==> config.mk <==
export PLATFORM = sky130hd
export DESIGN_NAME = counter_bcd
export DESIGN_NICKNAME = d
export VERILOG_FILES = /design/src/rtl/counter_bcd.sv
export SDC_FILE = /design/constraint.sdc
export NUM_CORES = 1
export LEC_CHECK = 0
export CORE_MARGIN = 2
export CORE_UTILIZATION = 40
export CTS_BUF_LIST = sky130_fd_sc_hd__clkbuf_4
export DETAILED_ROUTE_END_ITERATION = 6
export GPL_TIMING_DRIVEN = 1
export PLACE_DENSITY_LB_ADDON = 0.05
export SYNTH_ARGS = -nofsm -noshare
export SYNTH_HDL_FRONTEND = slang
export SYNTH_SLANG_ARGS = --single-unit
==> constraint.sdc <==
create_clock -name i_clk -period 5.56 [get_ports i_clk]
set_input_delay 0.556 -clock i_clk [delete_from_list [all_inputs] [get_ports i_clk]]
set_output_delay 0.556 -clock i_clk [all_outputs]
set_load 0.02 [all_outputs]
==> src/rtl/counter_bcd.sv <==
// Multi-decade packed-BCD up/down counter with synchronous load, wrap or
// saturate overflow handling, and registered carry/borrow pulses.
module counter_bcd #(
    parameter int P_DIGITS = 4,
    parameter bit P_SAT    = 1'b0
) (
    input  logic                  i_clk,
    input  logic                  i_rst,
    input  logic                  i_load,
    input  logic [4*P_DIGITS-1:0] i_val,
    input  logic                  i_inc,
    input  logic                  i_dec,
    output logic [4*P_DIGITS-1:0] o_val,
    output logic                  o_inc,
    output logic                  o_dec,
    output logic                  o_zero,
    output logic                  o_max
);

    localparam int              W         = 4 * P_DIGITS;
    localparam logic [W-1:0]    ALL_NINES = {P_DIGITS{4'h9}};

    logic [W-1:0] cnt_q, cnt_d;
    logic [W-1:0] inc_val, dec_val, load_val;
    logic         inc_q, inc_d, dec_q, dec_d;
    logic         carry_out, borrow_out;

    // Decade ripple: carry_out/borrow_out survive only when every digit
    // was 9 / 0, so they double as the all-nines / all-zero detectors.
    always_comb begin : ripple
        logic       c, b;
        logic [3:0] di, dd, dl;
        // NOTE: every comb output and local gets a default before any
        // conditional assignment so no path can infer a latch.
        inc_val  = cnt_q;
        dec_val  = cnt_q;
        load_val = '0;
        c        = 1'b1;
        b        = 1'b1;
        di       = '0;
        dd       = '0;
        dl       = '0;
        for (int k = 0; k < P_DIGITS; k++) begin
            di = cnt_q[4*k +: 4];
            dd = cnt_q[4*k +: 4];
            dl = i_val[4*k +: 4];
            if (c) begin
                if (di == 4'd9) begin
                    inc_val[4*k +: 4] = 4'd0;
                end else begin
                    inc_val[4*k +: 4] = di + 4'd1;
                    c = 1'b0;
                end
            end
            if (b) begin
                if (dd == 4'd0) begin
                    dec_val[4*k +: 4] = 4'd9;
                end else begin
                    dec_val[4*k +: 4] = dd - 4'd1;
                    b = 1'b0;
                end
            end
            load_val[4*k +: 4] = (dl > 4'd9) ? 4'd9 : dl;
        end
        carry_out  = c;
        borrow_out = b;
    end

    always_comb begin : next_state
        cnt_d = cnt_q;
        inc_d = 1'b0;
        dec_d = 1'b0;
        if (i_load) begin
            cnt_d = load_val;
        end else if (i_inc && !i_dec) begin
            inc_d = carry_out;
            if (!(carry_out && P_SAT)) cnt_d = inc_val;
        end else if (i_dec && !i_inc) begin
            dec_d = borrow_out;
            if (!(borrow_out && P_SAT)) cnt_d = dec_val;
        end
    end

    // NOTE: sequential state uses non-blocking assignments so every
    // register samples the pre-edge values regardless of statement order.
    always_ff @(posedge i_clk or negedge i_rst) begin
        if (!i_rst) begin
            cnt_q <= '0;
            inc_q <= 1'b0;
            dec_q <= 1'b0;
        end else begin
            cnt_q <= cnt_d;
            inc_q <= inc_d;
            dec_q <= dec_d;
        end
    end

    assign o_val  = cnt_q;
    assign o_inc  = inc_q;
    assign o_dec  = dec_q;
    assign o_zero = (cnt_q == '0);
    assign o_max  = (cnt_q == ALL_NINES);

endmodule

After elaboration in Yosys (flattened, before gate mapping) --
Index checks and enable logic that the tools add are counted.
Operators by class: eq/ne operators 8, magnitude comparators 4, add/subtract/negate cells 8, reduce and logical (&&, ||, !) cells 16, muxes and demuxes 40
Operators by type and width (count):
- two-way mux 4 bit | 18
- two-way mux 16 bit | 3
- two-way mux 1 bit | 19
- adder 4 x 1 -> 4 bit (second input constant) | 4
- equality test 16 bit (second input constant) | 1
- equality test 4 bit (second input constant) | 4
- > comparator 4 bit (second input constant) | 4
- logical NOT 16 bit | 1
- logical NOT 4 bit | 4
- subtractor 4 x 1 -> 4 bit (second input constant) | 4
- nonzero test 3 bit | 4
- inequality test 3 x 2 -> 1 bit (second input constant) | 3
- AND reduction 3 bit | 3
- logical AND 1 bit | 2
- logical NOT 1 bit | 2
Storage, ports and cells: input port bits 21, bits in registers 18, output and inout bits 20

Longest topological paths before layout --
Gate-level depths: netlist of run 1.
depth in word-level cells 8, depth in mapped cells 7, mapped depth without buffers 5

Worst setup path after synthesis of run 1 --
No wires, ideal clock.
path kind register -> output, start register cnt_q[1], in the netlist o_val[1], end output port o_max, buffers on the path 1, arrival time 1623 ps, cell stages (with the launch flop) 5, path slack 3381 ps, required time 5004 ps, path through dfrtp_1 -> buf_6 -> nor4_1 -> nand4_1 -> nor3_1
Between the ends: cells in the longest elaborated chain, start to end 1
Ends and longest elaborated chain:
- start: declaration | RTL line 23 | logic [W-1:0] cnt_q, cnt_d;
- start signal: assignment | RTL line 92 | cnt_q <= cnt_d;
- equality test 16 bit | RTL line 102 | assign o_max = (cnt_q == ALL_NINES);
- end: declaration | RTL line 17 | output logic o_max
No other way between the ends.

Worst setup path after layout of run 1 --
Ends and elaborated chain as after synthesis.

==> results, run 1 <==
- The flow ran to the end, and the final reports show no timing, DRC or antenna violations.
- The die span in x is 68.5 microns.
- The sum of overflow across all layers after global routing is 0.
- The area occupied by multi-input gates is 1060 sq um.
- The post-layout minimum cycle time is 2.91 ns.
- Clock tree synthesis selected as its root buffer the cell clkbuf_4.
- The most frequent cell after synthesis is nand2_1.
- The type of the worst setup path is reg -> out.
- The cell leakage power is 0.762 nW.
- The H-tree depth reported by CTS is 1.
- Summed over all nets, the half-perimeter wirelength after detailed placement is 3200 microns.
- The floorplan has 23 rows.
- When the netlist entered floorplanning its net count stood at 235.
- The die is 68.5 microns tall.
- For met1 alone, demand over resource in global routing was 27.3%.
- At the worst endpoint, the arrival time is 2.35 ns.
- Summing all placed instances gives a cell area of 2010 sq um.
- Setup repair after global routing left no endpoint under its margin.
- The slowest cell on the critical path is clkdlybuf4s50_1.
- The routed via count is 1645.
- The transition time of the tightest slew-check pin is 0.869 ns.
- Once layout is done, the placed cells without fillers occupy 2040 sq um.
- The count of state elements after synthesis is 18.
- The wire length of the first global-routing pass is 7420 microns.
- The starting utilization of the core area is 41.6%.
- The data required time of the critical path is 5.00 ns.
- The count of unresolved DRC violations after routing is 0.
- The worst hold path startpoint is o_val[3].
- In the synthesized netlist, the cells that appear most often are nand2_1 (22), nor2_1 (19), dfrtp_1 (18), o21ai_0 (16), a21oi_1 (10).
- The met3 routing resource usage after global routing is 2.27%.
- After clock tree synthesis, the clock-pin slew on the worst setup and hold paths is 0.12 ns.
- The total number of yosys warnings is 0.
- Clock latency on the worst-skew pair, taken at its later pin, is 0.31 ns.
- The flip-flop cell with the highest count after synthesis is dfrtp_1.
- The biggest cell delay along the critical path is 0.65 ns.
- The routed design has 4430 microns of wire.
- The total area inside the core boundary comes to 4000 sq um.
- The post-cts gate resize count is 0.
- The post-route antenna net violation count is 0.
- Dividing total power by cell area gives a power density of 246 nW/um^2.
- In this run the post-CTS setup repair buffer count came out at 0.
- Summing all flip-flop and latch instances after layout gives 450 sq um.
- The post-route clock period utilization is 52.2%.
- The count of input and output buffers is 40.
- The headroom to the max-slew limit is 41.9%.
- For this run, the top clock speed supported by timing is 344 MHz.
- Entering global routing, the biggest net connects 22 pins.
- The min-delay analysis places its worst path in the category reg -> reg.
- The area growth from synthesis to layout is 22.3%.
- The number of global-route vias before repair came to 1621.
- The synthesized instance count is 214.
- After global routing, the most crowded layer is met2.
- The share of the yosys chip area belonging to registers is 27.0%.
- STA classifies the critical path startpoint as a register.
- The detailed-routing iteration count for the pre-antenna-repair pass is 4.
- After detailed routing, the number of vias per cell comes to 5.71.
- 41 I/O pins were placed.
- The number of maximum-capacitance violations is 0.
- The post-route netlist has 6.72% of its cells at a drive strength greater than 1.
- The top cell type's share of synthesized area is 27.0%.
- TritonCTS built the clock tree.
- The nature of the critical path endpoint is an output pin.
- The die covers 4700 sq um.
- Routability-driven placement finished with a final weighted congestion of 0.875.
- VDD sags by at most 132 uV.
- Of all nets on the critical path, the largest fanout is 10.
- In this run the cell area of the synthesized design comes to 1670 sq um.
- The hold violation count in the final report is 0.
- Traced cell by cell, the critical path runs through nor4_1 > nand4_1 > nor3_1 > clkdlybuf4s50_1.
- The worst register-to-register path begins at o_val[0].
- Of all cell types, the one taking the most synthesized area is dfrtp_1.
- The mean post-synth cell area is 7.78 sq um.
- The final setup skew is 0.00507 ns.
- The number of antenna violations at the first check in global routing is 0.
- The count of antenna diodes in the layout is 0.
- After filler insertion, the fill cell instance count of the layout stands at 393.
- For this run, asynchronously set or reset flops after synthesis account for 100%.
- Buffers inserted during clock tree synthesis total 3.
- In the final timing run, aggregate negative setup slack is 0 ns.
- Setup violations remaining at the end of the flow were counted as 0.
- The synthesized netlist contains 60 unique library cells.
- The maximum buffer depth of the clock tree is 2.
- For this run, the post-layout net count is 260.
- In the final routed layout, each cell accounts on average for 15.4 microns.
- The number of hold buffers added after CTS is 0.
- The met2 layer usage reported by global route is 34.1%.
- The launching element of the worst setup path is o_val[1].
- Counting flops with a built-in enable in the synthesized netlist gives 0.
- The clock sink count is 18.
- The number of max-slew violations in the final report is 0.
- By area the synthesized netlist is led by dfrtp_1 (27%), nand2_1 (5.0%), o21ai_0 (4.8%).
- The number of DRC markers in iteration 0 is 133.
- The overall global routing resource usage is 20.8%.
==> final timing paths <==
kind | end | slack [ns] | cells after the start
max in group asynchronous | o_val[12] | 4.30 | 1
min in group asynchronous | o_val[0] | 0.73 | 1
hold reg to reg | o_val[3] | 0.69 | 2
setup reg to reg | o_val[11] | 3.52 | 4
setup / recovery | o_max | 2.65 | 4
hold / removal | o_val[3] | 0.69 | 2
==> through the flow <==
step                instances  util (%)  power, W  hold slack (ns)  setup slack (ns)
floorplan                 214         -  0.000353            0.260              3.38
global placement          284      50.3  0.000423            0.646              2.91
detailed placement        284      50.3  0.000427            0.673              2.88
CTS                       288      50.9  0.000506            0.691              2.62
global route              288      50.9  0.000540            0.737              2.46
finish                    288      50.9  0.000500            0.692              2.65
==> power breakdown <==
part / switching (W) / internal (W)
registers: 0.0000559 / 0.000150
logic: 0.000107 / 0.000112
clock network: 0.0000488 / 0.0000262
total: 0.000212 / 0.000288
==> critical path, delay by kind of cell (launching register included) <==
kind | cells | cell delay [ns]
DFF | 1 | 0.50
buffers and inverters | 1 | 0.65
and+or+nand+nor | 3 | 0.89
==> layer usage <==
metal,wire length (microns),share of wire (%)
met1,2070,47
met2,2130,48
met3,155,3.5
met4,73,1.6
met5,0,0
==> logic make-up after synthesis <==
kind of cell,synth area share (%)
AOI/OAI and AO/OA,27.7
buffers and inverters,9.54
DFF,27.0
and+or+nand+nor,27.6
muxes,3.91
xor gates and xnor gates,4.21
==> registers in the layout, indices dropped and copies added (netlist names) <==
| signal | flops |
|---|---|
| o_val | 16 |
| o_dec | 1 |
| o_inc | 1 |
==> layout by cell type, fill, tap and decap left out, drive strengths merged, types with 2 or more instances in the layout <==
cell type       n
o21ai          20
a221oi          2
nor2b           5
a21boi          3
and3            4
inv             9
nand4           2
nor3            3
a31oi           5
nor4            2
nand4b          5
dfrtp          18
o31ai           2
clkbuf          3
a32oi           2
nand3           5
nor2           19
clkdlybuf4s50  40
or3             3
o22ai           3
o21a            2
a22oi           2
o211ai          5
and2            2
a21oi          10
xnor2           8
mux2i           2
mux2            4
nand2b          5
or2             2
nand3b          2
a211o           2
nand2          22
==> cell type report <==
cell class                      instances  area share [%]
Clock buffer                            3            1.11
Clock inverter                          1           0.184
Inverter                                9            1.66
Multi-Input combinational cell        166            51.8
Sequential cell                        18            22.1
Tap cell                               50            3.07
Timing Repair Buffer                   41            20.0
(Power assumes the default switching activity.)
==> run 2, diff against run 1 <==
clock period = 2.35 ns   (was 5.56 ns; I/O delays follow)
==> run 2 against run 1 <==
Compared with the run above:
- global-route usage up 1.3 points
- via count up 4.8%
- highest routed layer unchanged
- clock skew up 0.0098 ns
- critical path depth unchanged
==> results, run 2 (same netlist as run 1, synthesis figures left out) <==
- The flow ran to the end, and the final reports show no timing, DRC or antenna violations.
- The clock net in this run drives a total of 18 sinks.
- The first global-routing pass estimated 7900 microns of wire.
- The placeable core region is 4000 sq um.
- The first routing iteration left 123 violations.
- The die span in x is 68.5 microns.
- Setup violations remaining at the end of the flow were counted as 0.
- The pin count of the biggest net entering global routing is 21.
- The number of maximum-capacitance violations is 0.
- Once detail routing completed, the nets flagged for antenna violations numbered 0.
- Power comes to 0.00126 W.
- STA classifies the critical path endpoint as an output pin.
- The final setup skew is 0.0149 ns.
- Subtracting the final worst setup slack from the clock period gives 2.18 ns.
- The number of global-route vias before repair is 1715.
- The count of unresolved DRC violations after routing is 0.
- The full die area is 4700 sq um.
- The routed design has 4720 microns of wire.
- The type of the worst setup path is reg -> out.
- The library cell used most frequently in the layout, excluding fill and tap cells, is clkdlybuf4s50_1.
- The number of antenna diodes in the final layout is 0.
- CTS built an H-tree with a depth of 1.
- Buffers added to address setup during post-CTS repair amount to 0.
- In this run the power density over the cells is 569 nW/um^2.
- The library cells used most frequently in the layout, excluding fill and tap cells, are clkdlybuf4s50_1 (38), buf_4 (23), nand2_1 (22).
- The class of the most critical hold timing path is in -> async.
- Global routing consumed, over all layers together, 22.1% of the routing resources.
- Derived from the worst setup path, the maximum achievable clock frequency is 458 MHz.
- The die is 68.5 microns tall.
- The hold violation count in the final report is 0.
- The row count is 23.
- The setup TNS is 0 ns.
- The number of max-slew violations in the final report is 0.
- The starting utilization of the core area is 41.6%.
- Global routing finished with a remaining overflow of 0.
- Compared with the post-synthesis result, the final layout area differs by 33.1%.
- The area of all placed cells without fillers is 2220 sq um.
- Along the worst path, the maximum fanout reaches 8.
- The cell leakage power is 0.877 nW.
- After detailed routing, the number of vias per cell comes to 5.56.
- The count of input and output buffers is 40.
- Setup repair after global routing left no endpoint under its margin.
- The clock tree from TritonCTS is built.
- The clock-pin slew on the worst setup and hold paths is 0.13 ns.
- Measured against its own limit, the worst slew margin works out to 70.0%.
- The post-route netlist has 15.0% of its cells at a drive strength greater than 1.
- The number of CTS-inserted buffers is 3.
- After layout, the worst path uses 92.9% of the clock period.
- At the later pin of the worst-skew pair, clock insertion delay measures 0.31 ns.
- Routability-driven placement finished with a final weighted congestion of 0.891.
- After detailed routing, the average wire length per cell comes to 15.2 microns.
- The maximum buffer depth of the clock tree is 2.
- The first detailed-routing pass took 5 iterations.
- The placed standard-cell area is 2180 sq um.
- The routed via count is 1724.
- Data on the critical path arrives at its endpoint at 1.95 ns.
- The type of element launching the critical path is a register.
- The data required time of the critical path is 2.12 ns.
- The total half-perimeter wirelength after legalization and detailed placement is 3530 microns.
- VDD sags by at most 258 uV.
- The number of antenna violations at the first check in global routing is 0.
- The register with the most flip-flops in the layout has 16 of them.
- The root cell of the clock tree is clkbuf_4.
- After the last flow step, the layout net total stands at 282.
- The boundary pin count is 41.
- For the pin with the worst max-slew slack, the measured transition is 0.449 ns.
- The number of fill cells is 372.
run 2: cell count changes in the layout (fill, tap and decap cells not counted), sizes merged:
cell / delta
buf: +22
clkdlybuf4s50: -2
clkdlybuf4s15: +1
dlygate4sd2: +1
run 2: worst paths after layout:
path	start	to	slack, ns	depth (start not counted)
max in group asynchronous	i_rst	o_val[11]	1.87	2
min reg2reg	o_val[9]	o_val[9]	0.69	3
min in group i_clk	i_val[0]	o_val[0]	0.47	3
max	o_val[2]	o_max	0.17	4
max reg2reg	o_val[3]	o_val[6]	0.37	6
min	i_rst	o_inc	0.25	2
run 2: metrics by stage:
step	util, %	hold WS, ns	worst slack (ns)	cells
after floorplan	-	-0.0606	0.402	214
after global placement	54.4	0.597	0.193	306
after detailed placement	54.4	0.600	0.113	306
after CTS	55.1	0.246	0.129	310
after global routing	55.4	0.254	0.00766	310
final	55.4	0.247	0.166	310
run 2: report_power, final:
group | total [W] | switching, W | internal, W
clock | 0.000173 | 0.000111 | 0.0000619
combinational | 0.000660 | 0.000334 | 0.000327
sequential | 0.000429 | 0.0000736 | 0.000355
total | 0.00126 | 0.000518 | 0.000744
run 2: layer usage:
| metal | part of all wire [%] | wire length [microns] | GRT usage (%) |
|---|---|---|---|
| met3 | 2.7 | 129 | 1.95 |
| met2 | 50 | 2340 | 35.9 |
| met5 | 0 | 0 | 0 |
| met1 | 47 | 2220 | 30.9 |
| met4 | 0.53 | 25 | 6.75 |
run 2: critical path, stage by stage (launching register included):
cell,delay [ns]
dfrtp_1,0.51
nor4_4,0.33
nand4_1,0.18
nor3_1,0.27
clkdlybuf4s15_1,0.35
run 2: final cells by class:
cell class,count,area (sq um),area share [%]
clock buffers,3,22.5,1.02
clock inverters,1,3.75,0.169
inverters,9,33.8,1.52
multi-input cells,166,1070,48.3
flip-flops and latches,18,450,20.3
well taps,50,62.6,2.82
repair buffers,63,572,25.8
run 2: timing repair:
action                     CTS  global route
gates resized for setup      3             2
hold buffers                 0             0
setup endpoints to repair    2             1
